[src/rtl/fifo_rd_stream.sv]
// fifo_rd_stream
// Read-side drain engine for the distributed-RAM async FIFO. It pulls words
// from the FIFO read port (one-cycle registered read latency) and presents
// them as a valid/ready stream at up to one word per clock. A two-entry
// output buffer (head + skid) absorbs the word still in flight when
// downstream stalls.
//
// Ports:
//   clk            read-domain clock (same as the FIFO read side)
//   reset_async_n  asynchronous active-low reset
//   i_fifo_empty   FIFO empty flag
//   o_fifo_rd_en   FIFO read enable
//   iv_fifo_dout   FIFO read data, valid the cycle after o_fifo_rd_en
//   o_valid        stream data valid
//   ov_data        stream data (head register)
//   i_ready        downstream accept; transfer on o_valid & i_ready
//   i_flush        synchronous discard of buffered and in-flight words
//   ov_level       words held in the output buffer (0..2)
//   ov_word_cnt    delivered-word count, wraps modulo 2^CNT_WIDTH
module fifo_rd_stream #(
  parameter int unsigned FIFO_WIDTH = 8,
  parameter int unsigned CNT_WIDTH  = 16
) (
  input  logic                  clk,
  input  logic                  reset_async_n,
  input  logic                  i_fifo_empty,
  output logic                  o_fifo_rd_en,
  input  logic [FIFO_WIDTH-1:0] iv_fifo_dout,
  output logic                  o_valid,
  output logic [FIFO_WIDTH-1:0] ov_data,
  input  logic                  i_ready,
  input  logic                  i_flush,
  output logic [1:0]            ov_level,
  output logic [CNT_WIDTH-1:0]  ov_word_cnt
);

  // Encoding doubles as the buffer fill level.
  typedef enum logic [1:0] {
    EMPTY = 2'd0,
    ONE   = 2'd1,
    TWO   = 2'd2
  } state_t;

  state_t                state, state_nxt;
  logic [FIFO_WIDTH-1:0] head, head_nxt;
  logic [FIFO_WIDTH-1:0] skid, skid_nxt;
  logic                  gate;
  logic                  inflight;
  logic                  flush_d;
  logic                  pop;
  logic                  arrive;
  logic [2:0]            occupancy;

  always_comb begin
    o_valid  = (state != EMPTY);
    ov_data  = head;
    ov_level = state;
    pop      = o_valid & i_ready;
    arrive   = inflight & ~flush_d;
  end

  // Issue a read only if the word still fits once everything already
  // committed (buffered + in flight, less this cycle's pop) has landed.
  // Written as level + inflight <= 1 + pop to avoid an unsigned underflow.
  always_comb begin
    occupancy    = {1'b0, ov_level} + {2'b00, inflight};
    o_fifo_rd_en = gate & ~i_fifo_empty & ~i_flush &
                   (occupancy <= (3'd1 + {2'b00, pop}));
  end

  always_comb begin
    state_nxt = state;
    head_nxt  = head;
    skid_nxt  = skid;
    if (i_flush) begin
      state_nxt = EMPTY;
    end else begin
      unique case (state)
        EMPTY: begin
          if (arrive) begin
            state_nxt = ONE;
            head_nxt  = iv_fifo_dout;
          end
        end
        ONE: begin
          if (arrive && !pop) begin
            state_nxt = TWO;
            skid_nxt  = iv_fifo_dout;
          end else if (arrive && pop) begin
            head_nxt  = iv_fifo_dout;
          end else if (pop) begin
            state_nxt = EMPTY;
          end
        end
        TWO: begin
          // The read gate keeps arrive out of TWO; if it ever happens the
          // buffer shifts and stays full.
          if (arrive) begin
            head_nxt = skid;
            skid_nxt = iv_fifo_dout;
          end else if (pop) begin
            state_nxt = ONE;
            head_nxt  = skid;
          end
        end
        default: state_nxt = EMPTY;
      endcase
    end
  end

  always_ff @(posedge clk or negedge reset_async_n) begin
    if (!reset_async_n) begin
      state       <= EMPTY;
      head        <= '0;
      skid        <= '0;
      gate        <= 1'b0;
      inflight    <= 1'b0;
      flush_d     <= 1'b0;
      ov_word_cnt <= '0;
    end else begin
      state    <= state_nxt;
      head     <= head_nxt;
      skid     <= skid_nxt;
      gate     <= 1'b1;
      inflight <= o_fifo_rd_en;
      flush_d  <= i_flush;
      if (pop) begin
        ov_word_cnt <= ov_word_cnt + 1'b1;
      end
    end
  end

endmodule

[config.mk]
export PLATFORM = sky130hd
export DESIGN_NAME = fifo_rd_stream
export DESIGN_NICKNAME = d
export VERILOG_FILES = /design/src/rtl/fifo_rd_stream.sv
export SDC_FILE = /design/constraint.sdc
export NUM_CORES = 1
export LEC_CHECK = 0
export ABC_AREA = 1
export BUFFER_PORTS_ARGS = -buffer_cell sky130_fd_sc_hd__buf_2
export CORE_MARGIN = 2
export CORE_UTILIZATION = 54
export DETAILED_ROUTE_END_ITERATION = 8
export GPL_TIMING_DRIVEN = 0
export PLACE_DENSITY = 0.89
export SYNTH_ARGS = -nofsm -noshare
export SYNTH_HDL_FRONTEND = slang
export SYNTH_SLANG_ARGS = --single-unit
export TNS_END_PERCENT = 30
[constraint.sdc]
create_clock -name clk -period 3 [get_ports clk]
set_clock_uncertainty 0.2 [all_clocks]
set_input_delay 0.45 -clock clk [delete_from_list [all_inputs] [get_ports clk]]
set_output_delay 0.45 -clock clk [all_outputs]
set_load 0.03 [all_outputs]
==> results of run 1 <==
==> per-layer routing <==
| metal | GRT usage | wire, µm | vias to the layer above |
|---|---|---|---|
| met4 | 0.0771 | 63 | 0 |
| met1 | 0.263 | 1730 | 816 |
| li1 | - | - | 915 |
| met2 | 0.390 | 2070 | 46 |
| met3 | 0.0573 | 220 | 5 |
| met5 | 0 | 0 | - |
==> area by class of cell <==
cell class	instances	area [µm²]	share of cell area
Tap cell	48	60.1	0.0253
Inverter	34	128	0.0537
Sequential cell	37	928	0.391
Buffer	3	22.5	0.00948
Clock inverter	2	10.0	0.00421
Clock buffer	6	72.6	0.0306
Multi-Input combinational cell	189	936	0.394
Timing Repair Buffer	42	218	0.0917
==> cells in the mapped netlist (2+ instances only) <==
| cell | number |
|---|---|
| dfrtp_1 | 37 |
| o21ai_1 | 13 |
| nand3_1 | 9 |
| inv_2 | 4 |
| a21oi_1 | 2 |
| xnor2_1 | 5 |
| ha_1 | 4 |
| inv_1 | 30 |
| nor2_1 | 31 |
| nor2_4 | 2 |
| nor2_2 | 3 |
| nand4_1 | 4 |
| xor2_1 | 2 |
| nand2_1 | 89 |
| a21oi_2 | 7 |
| nand2_2 | 2 |
| o21ai_0 | 10 |
==> sequential cells by signal (all words and copies together) (netlist names) <==
register / cells
inflight: 1
ov_data: 8
ov_level: 2
ov_word_cnt: 16
skid: 8
gate: 1
flush_d: 1
==> kinds of logic after synthesis <==
group                      after synthesis  share of synthesized area
DFF                                     37                      0.463
AOI/OAI and AO/OA                       34                      0.101
and+or+nand+nor                        142                      0.296
xor gates and xnor gates                 7                     0.0306
other                                    1                    0.00187
buffers and inverters                   37                     0.0737
adders and majority gates                5                     0.0350
==> metrics by stage <==
stage	total power, mW	worst slack (ns)
finish	1.54	0.143
global route	1.64	0.00401
CTS	1.54	0.0191
detailed placement	1.20	0.217
global placement	1.18	0.226
floorplan	1.04	0.113
==> timing repair <==
action,4_1_cts,5_1_grt
resized for setup,3,3
pin swaps,0,1
setup endpoints to repair,1,1
setup buffers,0,2
hold buffers,0,0
==> power groups by stage <==
stage | Combinational, mW | Sequential [mW] | Clock (mW)
2_1_floorplan | 0.200 | 0.837 | 0
3_3_place_gp | 0.497 | 0.686 | 0
3_5_place_dp | 0.512 | 0.689 | 0
4_1_cts | 0.514 | 0.682 | 0.349
5_1_grt | 0.576 | 0.694 | 0.371
6_report | 0.523 | 0.679 | 0.343
==> critical path, stage by stage (launching register included) <==
cell and delay, ns:
dfrtp_2 0.47, nor2_4 0.16, nor2_4 0.07, buf_4 0.19, fa_1 0.48, o31ai_1 0.25, a21oi_1 0.12, buf_4 0.18
==> worst paths after layout <==
path | end | from
worst min-delay path | ov_word_cnt[7] | reset_async_n
worst min register to register | ov_data[6] | ov_data[6]
worst max-delay path | o_fifo_rd_en | ov_level[1]
max in group asynchronous | ov_level[0] | reset_async_n
worst max register to register | inflight | ov_level[1]
min in group clk | flush_d | i_flush
==> run metrics, run 1 <==
CTS sink count 37; top_reg_cell synth dfrtp_1; post-synth top area cell dfrtp_1; Core ar. around 3600 µm²; Worst EP required between 2 and 2.5 ns; yosys warns 0; drt via density a little under 5; clock root buffer clkbuf_8; Synth Register Bits 37; P_sw 621 µW; f_max 350 MHz; reg2reg setup slack 0.94 ns; register area share after synthesis 0.463; share of the synthesized area in the top cell type 0.463; Power per Cell Area ~650 nW/µm²; area grow syn2layout 18.6%; peak supply drop 0.000504 V; pin count of the biggest net entering global routing 38; I/O pins between 40 and 50; global-route usage over all layers 0.223; Gate power share 0.339; Static Leakage 1.28 nW; GPL Wtd Cong roughly 0.86; Syn Inst Count 263; proportion of layout cells with a drive suffix above 1 0.233; fin cells 361; Slew @ Worst Pin roughly 0.81 ns; Finished Core Util 0.659; syn avg cell area 7.61 µm²; Hold Crit Class primary input to async pin; accumulated negative setup slack 0 ns; CTS tree yes; ANT nets after route 0; via count 1782; global-route wire length before repair a little over 7 mm; EDFF count, synth 0; number of fillers in the final layout about 330; final slew viol count 0; Syn Std Cell Area approximately 2000 µm²; commonest cells after routing, fill and taps aside 89 x nand2_1, 39 x buf_2, 35 x dfrtp_1; placement-stage cell area between 2000 and 2500 µm²; Yosys cell types 26; most common cell after layout, fill and taps aside nand2_1; Final Hold Fails 0; synthesized net count roughly 280; Max FO, Critical Path 10; input/output buffers 40; Int Pwr about 920 µW; die area between 4000 and 5000 µm²; Max Root-Sink Buffers 2; initial antenna violation count 0; initial drt markers 49; dominant cells by area after synthesis dfrtp_1 46%, nand2_1 17%, nor2_1 5.8%, inv_1 5.6%, o21ai_1 3.3%; relative slew slack 0.459; nets between 300 and 400; ANT cells 0; overflow left after global routing 0; first-pass iteration count of the detailed router 4; crit share post-route 0.952; die height between 60 and 70 µm; final WL just over 4 mm; drt drc 0; setup violators final 0; placed insts between 300 and 400; outcome complete, no violations; row cnt 22; Seq pwr share 0.439; number of H-tree levels 2; Crit. End Element primary output; minimum clock period ~2.9 ns; switch share 0.402; clock share of power 0.222; startpoint class of the critical path register; cts bufs inserted 5; wire length per cell about 11 µm; worst-skew pair later-pin latency between 0.2 and 0.3 ns; max_cap viols 0; ys async rst share 1.00; r2r worst-path depth 6; DP Wirelength 3.03 mm; vias in the first global route approximately 1.7k; critical path arrival between 2 and 2.5 ns; fin area between 2000 and 2500 µm²; Clock transition at path regs 0.07 ns; Starting Density 0.555; critical path class register to primary output; hold_ws 0.0450 ns; Die Wd approximately 65 µm; unrepaired setup endpoints after global routing no
(Power assumes the default switching activity.)
==> run 2, diff against run 1 <==
BUFFER_PORTS_ARGS = unset   (was -buffer_cell sky130_fd_sc_hd__buf_2)
CORE_UTILIZATION = 62   (was 54)
DONT_BUFFER_PORTS = 1   (was unset)
PLACE_DENSITY = 0.88   (was 0.89)
==> run metrics, run 2 (same netlist as run 1, synthesis figures left out) <==
outcome complete, no violations (unchanged); commonest cells after routing, fill and taps aside 89 x nand2_1, 35 x dfrtp_1, 30 x inv_1, 30 x nor2_1, 13 x o21ai_1 (was 89 x nand2_1, 39 x buf_2, 35 x dfrtp_1); max_cap viols 0 (unchanged); reg2reg start ov_level[0] (was ov_level[1]); crit share post-route 0.973 (was 0.952); Worst EP required 2.35 ns (about the same); max reg flops 16 (unchanged); drt drc 0 (unchanged); met3 WL post-DR 255 µm (was 220 µm); global-route usage over all layers 0.228 (was 0.223); DP Wirelength 2.78 mm (was 3.03 mm); reg2reg setup slack 0.75 ns (was 0.94 ns); final WL 3.90 mm (was 4.08 mm); register area 928 µm² (unchanged); setup violators final 0 (unchanged); initial drt markers 93 (was 49); CP dominant cell by count nor2_4; area grow syn2layout 11.4% (was 18.6%); end point of the worst hold path skid[0]; Static Leakage 1.11 nW (was 1.28 nW); worst-skew pair later-pin latency 0.35 ns (was 0.29 ns); final slew viol count 0 (unchanged); highest routed layer met4 (unchanged); CTS tree yes (unchanged); input/output buffers 0 (was 40); clock root buffer clkbuf_4 (was clkbuf_8); Hold Crit Depth 2; Starting Density 0.656 (was 0.555); critical path class register to primary output (unchanged); peak supply drop 0.000422 V (was 0.000504 V); Clock transition at path regs 0.11 ns (was 0.07 ns); first-pass iteration count of the detailed router 4 (unchanged); Met2 Wirelength 1.98 mm (was 2.07 mm); Multi-input gate area 952 µm² (was 936 µm²); GPL Wtd Cong 0.865 (was 0.855); total power 1.50 mW (was 1.54 mW); critical path arrival 2.27 ns (was 2.21 ns); r2r worst-path depth 6 (unchanged); Max FO, Critical Path 10 (unchanged); relative slew slack 0.654 (was 0.459); cts bufs inserted 5 (unchanged); hold_ws 0.0425 ns (was 0.0450 ns); CTS sink count 37 (unchanged); WP buf/inv 1 (was 2); largest register by flop count ov_word_cnt (unchanged); f_max 342 MHz (was 350 MHz); initial antenna violation count 0 (unchanged); number of fillers in the final layout 245 (was 331); Power per Cell Area 672 nW/µm² (was 650 nW/µm²); met1 WL 1.58 mm (was 1.73 mm); I/O pins 41 (unchanged); ANT nets after route 0 (unchanged); Hold Crit Class primary input to register (was primary input to async pin); cell chain of the critical path nor2_4 -> nor2_4 -> buf_6 -> fa_1 -> o31ai_2 -> a21oi_4 (was nor2_4 -> nor2_4 -> buf_4 -> fa_1 -> o31ai_1 -> a21oi_1 -> buf_4); FF-to-FF End inflight (unchanged); number of H-tree levels 2 (unchanged); Die Wd 60.8 µm (was 64.9 µm); Slew @ Worst Pin 0.518 ns (was 0.811 ns); pin count of the biggest net entering global routing 38 (unchanged); CP max stage delay 0.57 ns (was 0.48 ns); cell family with most CP delay flip-flops (was adder cells); fin cells 320 (was 361); vias in the first global route 1514 (was 1711); Core ar. 3050 µm² (was 3610 µm²); nets 293 (was 330); unrepaired setup endpoints after global routing no (unchanged); startpoint class of the critical path register (unchanged); drt via density 5.11 (was 4.94); row cnt 20 (was 22); minimum clock period 2.92 ns (was 2.86 ns); most common cell after layout, fill and taps aside nand2_1 (unchanged); ANT cells 0 (unchanged); overflow left after global routing 0 (unchanged); CP max stage cell dfrtp_2 (was fa_1); proportion of layout cells with a drive suffix above 1 0.130 (was 0.233); die height 60.8 µm (was 64.9 µm); Final Hold Fails 0 (unchanged); wire length per cell 12.2 µm (was 11.3 µm); die area 3700 µm² (was 4210 µm²); via count 1635 (was 1782); global-route wire length before repair 6.17 mm (was 7.28 mm); Max Root-Sink Buffers 2 (unchanged); placed insts 307 (was 351); Crit. End Element primary output (unchanged); HP Start iv_fifo_dout[0]
[run 2: changes by cell type in the layout (fill, tap and decap cells not counted), moves of 2 or more]
cell           previous run  this run
buf_4                     4         2
clkbuf_8                  5         1
clkinv_2                  2         0
buf_2                    39         0
clkbuf_4                  0         5
dlygate4sd3_1             0         2
[run 2: power by group]
| part | internal [mW] | switching, mW | total [mW] |
|---|---|---|---|
| clock network | 0.199 | 0.167 | 0.366 |
| registers | 0.598 | 0.260 | 0.858 |
| logic | 0.107 | 0.168 | 0.275 |
| total | 0.903 | 0.595 | 1.50 |
[run 2: worst max path at each step]
stage | startpoint | endpoint | slack (ns) | cells past startpoint
after floorplan | ov_level[0] | o_fifo_rd_en | 0.11 | 7
after global placement | ov_level[0] | o_fifo_rd_en | -0.11 | 7
after detailed placement | ov_level[0] | o_fifo_rd_en | -0.13 | 7
after CTS | ov_level[0] | o_fifo_rd_en | 0.04 | 7
after global routing | ov_level[0] | o_fifo_rd_en | 0.02 | 7
final | ov_level[0] | o_fifo_rd_en | 0.08 | 6
[run 2: area by class of cell]
| class | count | area share |
|---|---|---|
| clock inverter | 1 | 0.0135 |
| clock buffer | 7 | 0.0247 |
| sequential | 37 | 0.416 |
| tap | 44 | 0.0247 |
| inverter | 34 | 0.0572 |
| buffer | 3 | 0.0118 |
| timing repair buffer | 5 | 0.0247 |
| multi-input combinational | 189 | 0.427 |
[run 2: through the flow]
stage	area, µm²	setup TNS (ns)	utilization	setup slack (ns)
floorplan	2000	0	-	0.113
global placement	2060	-0.108	0.674	-0.108
detailed placement	2060	-0.133	0.674	-0.133
CTS	2210	0	0.724	0.0374
global route	2230	0	0.730	0.0154
finish	2230	0	0.730	0.0798
[run 2: timing repair]
action | 4_1_cts | 5_1_grt
pin swaps | 0 | 4
setup buffers | 0 | 2
hold endpoints to repair | 39 | 0
hold buffers | 3 | 0
setup endpoints to repair | 1 | 1
cloned | 0 | 0
gates resized for setup | 8 | 1
[run 2: worst reg2reg max path: cells and delay by family, from the launching register on]
kind / cells / cell delay (ns)
and+or+nand+nor: 2 / 0.25
DFF: 1 / 0.57
AOI/OAI and AO/OA: 2 / 0.49
buffers and inverters: 1 / 0.16
adders and majority gates: 1 / 0.45
[run 2: routing by layer]
metal	up-vias	GRT usage
met2	47	0.393
met5	-	0
met1	745	0.258
met3	9	0.0554
met4	0	0.127
li1	834	-
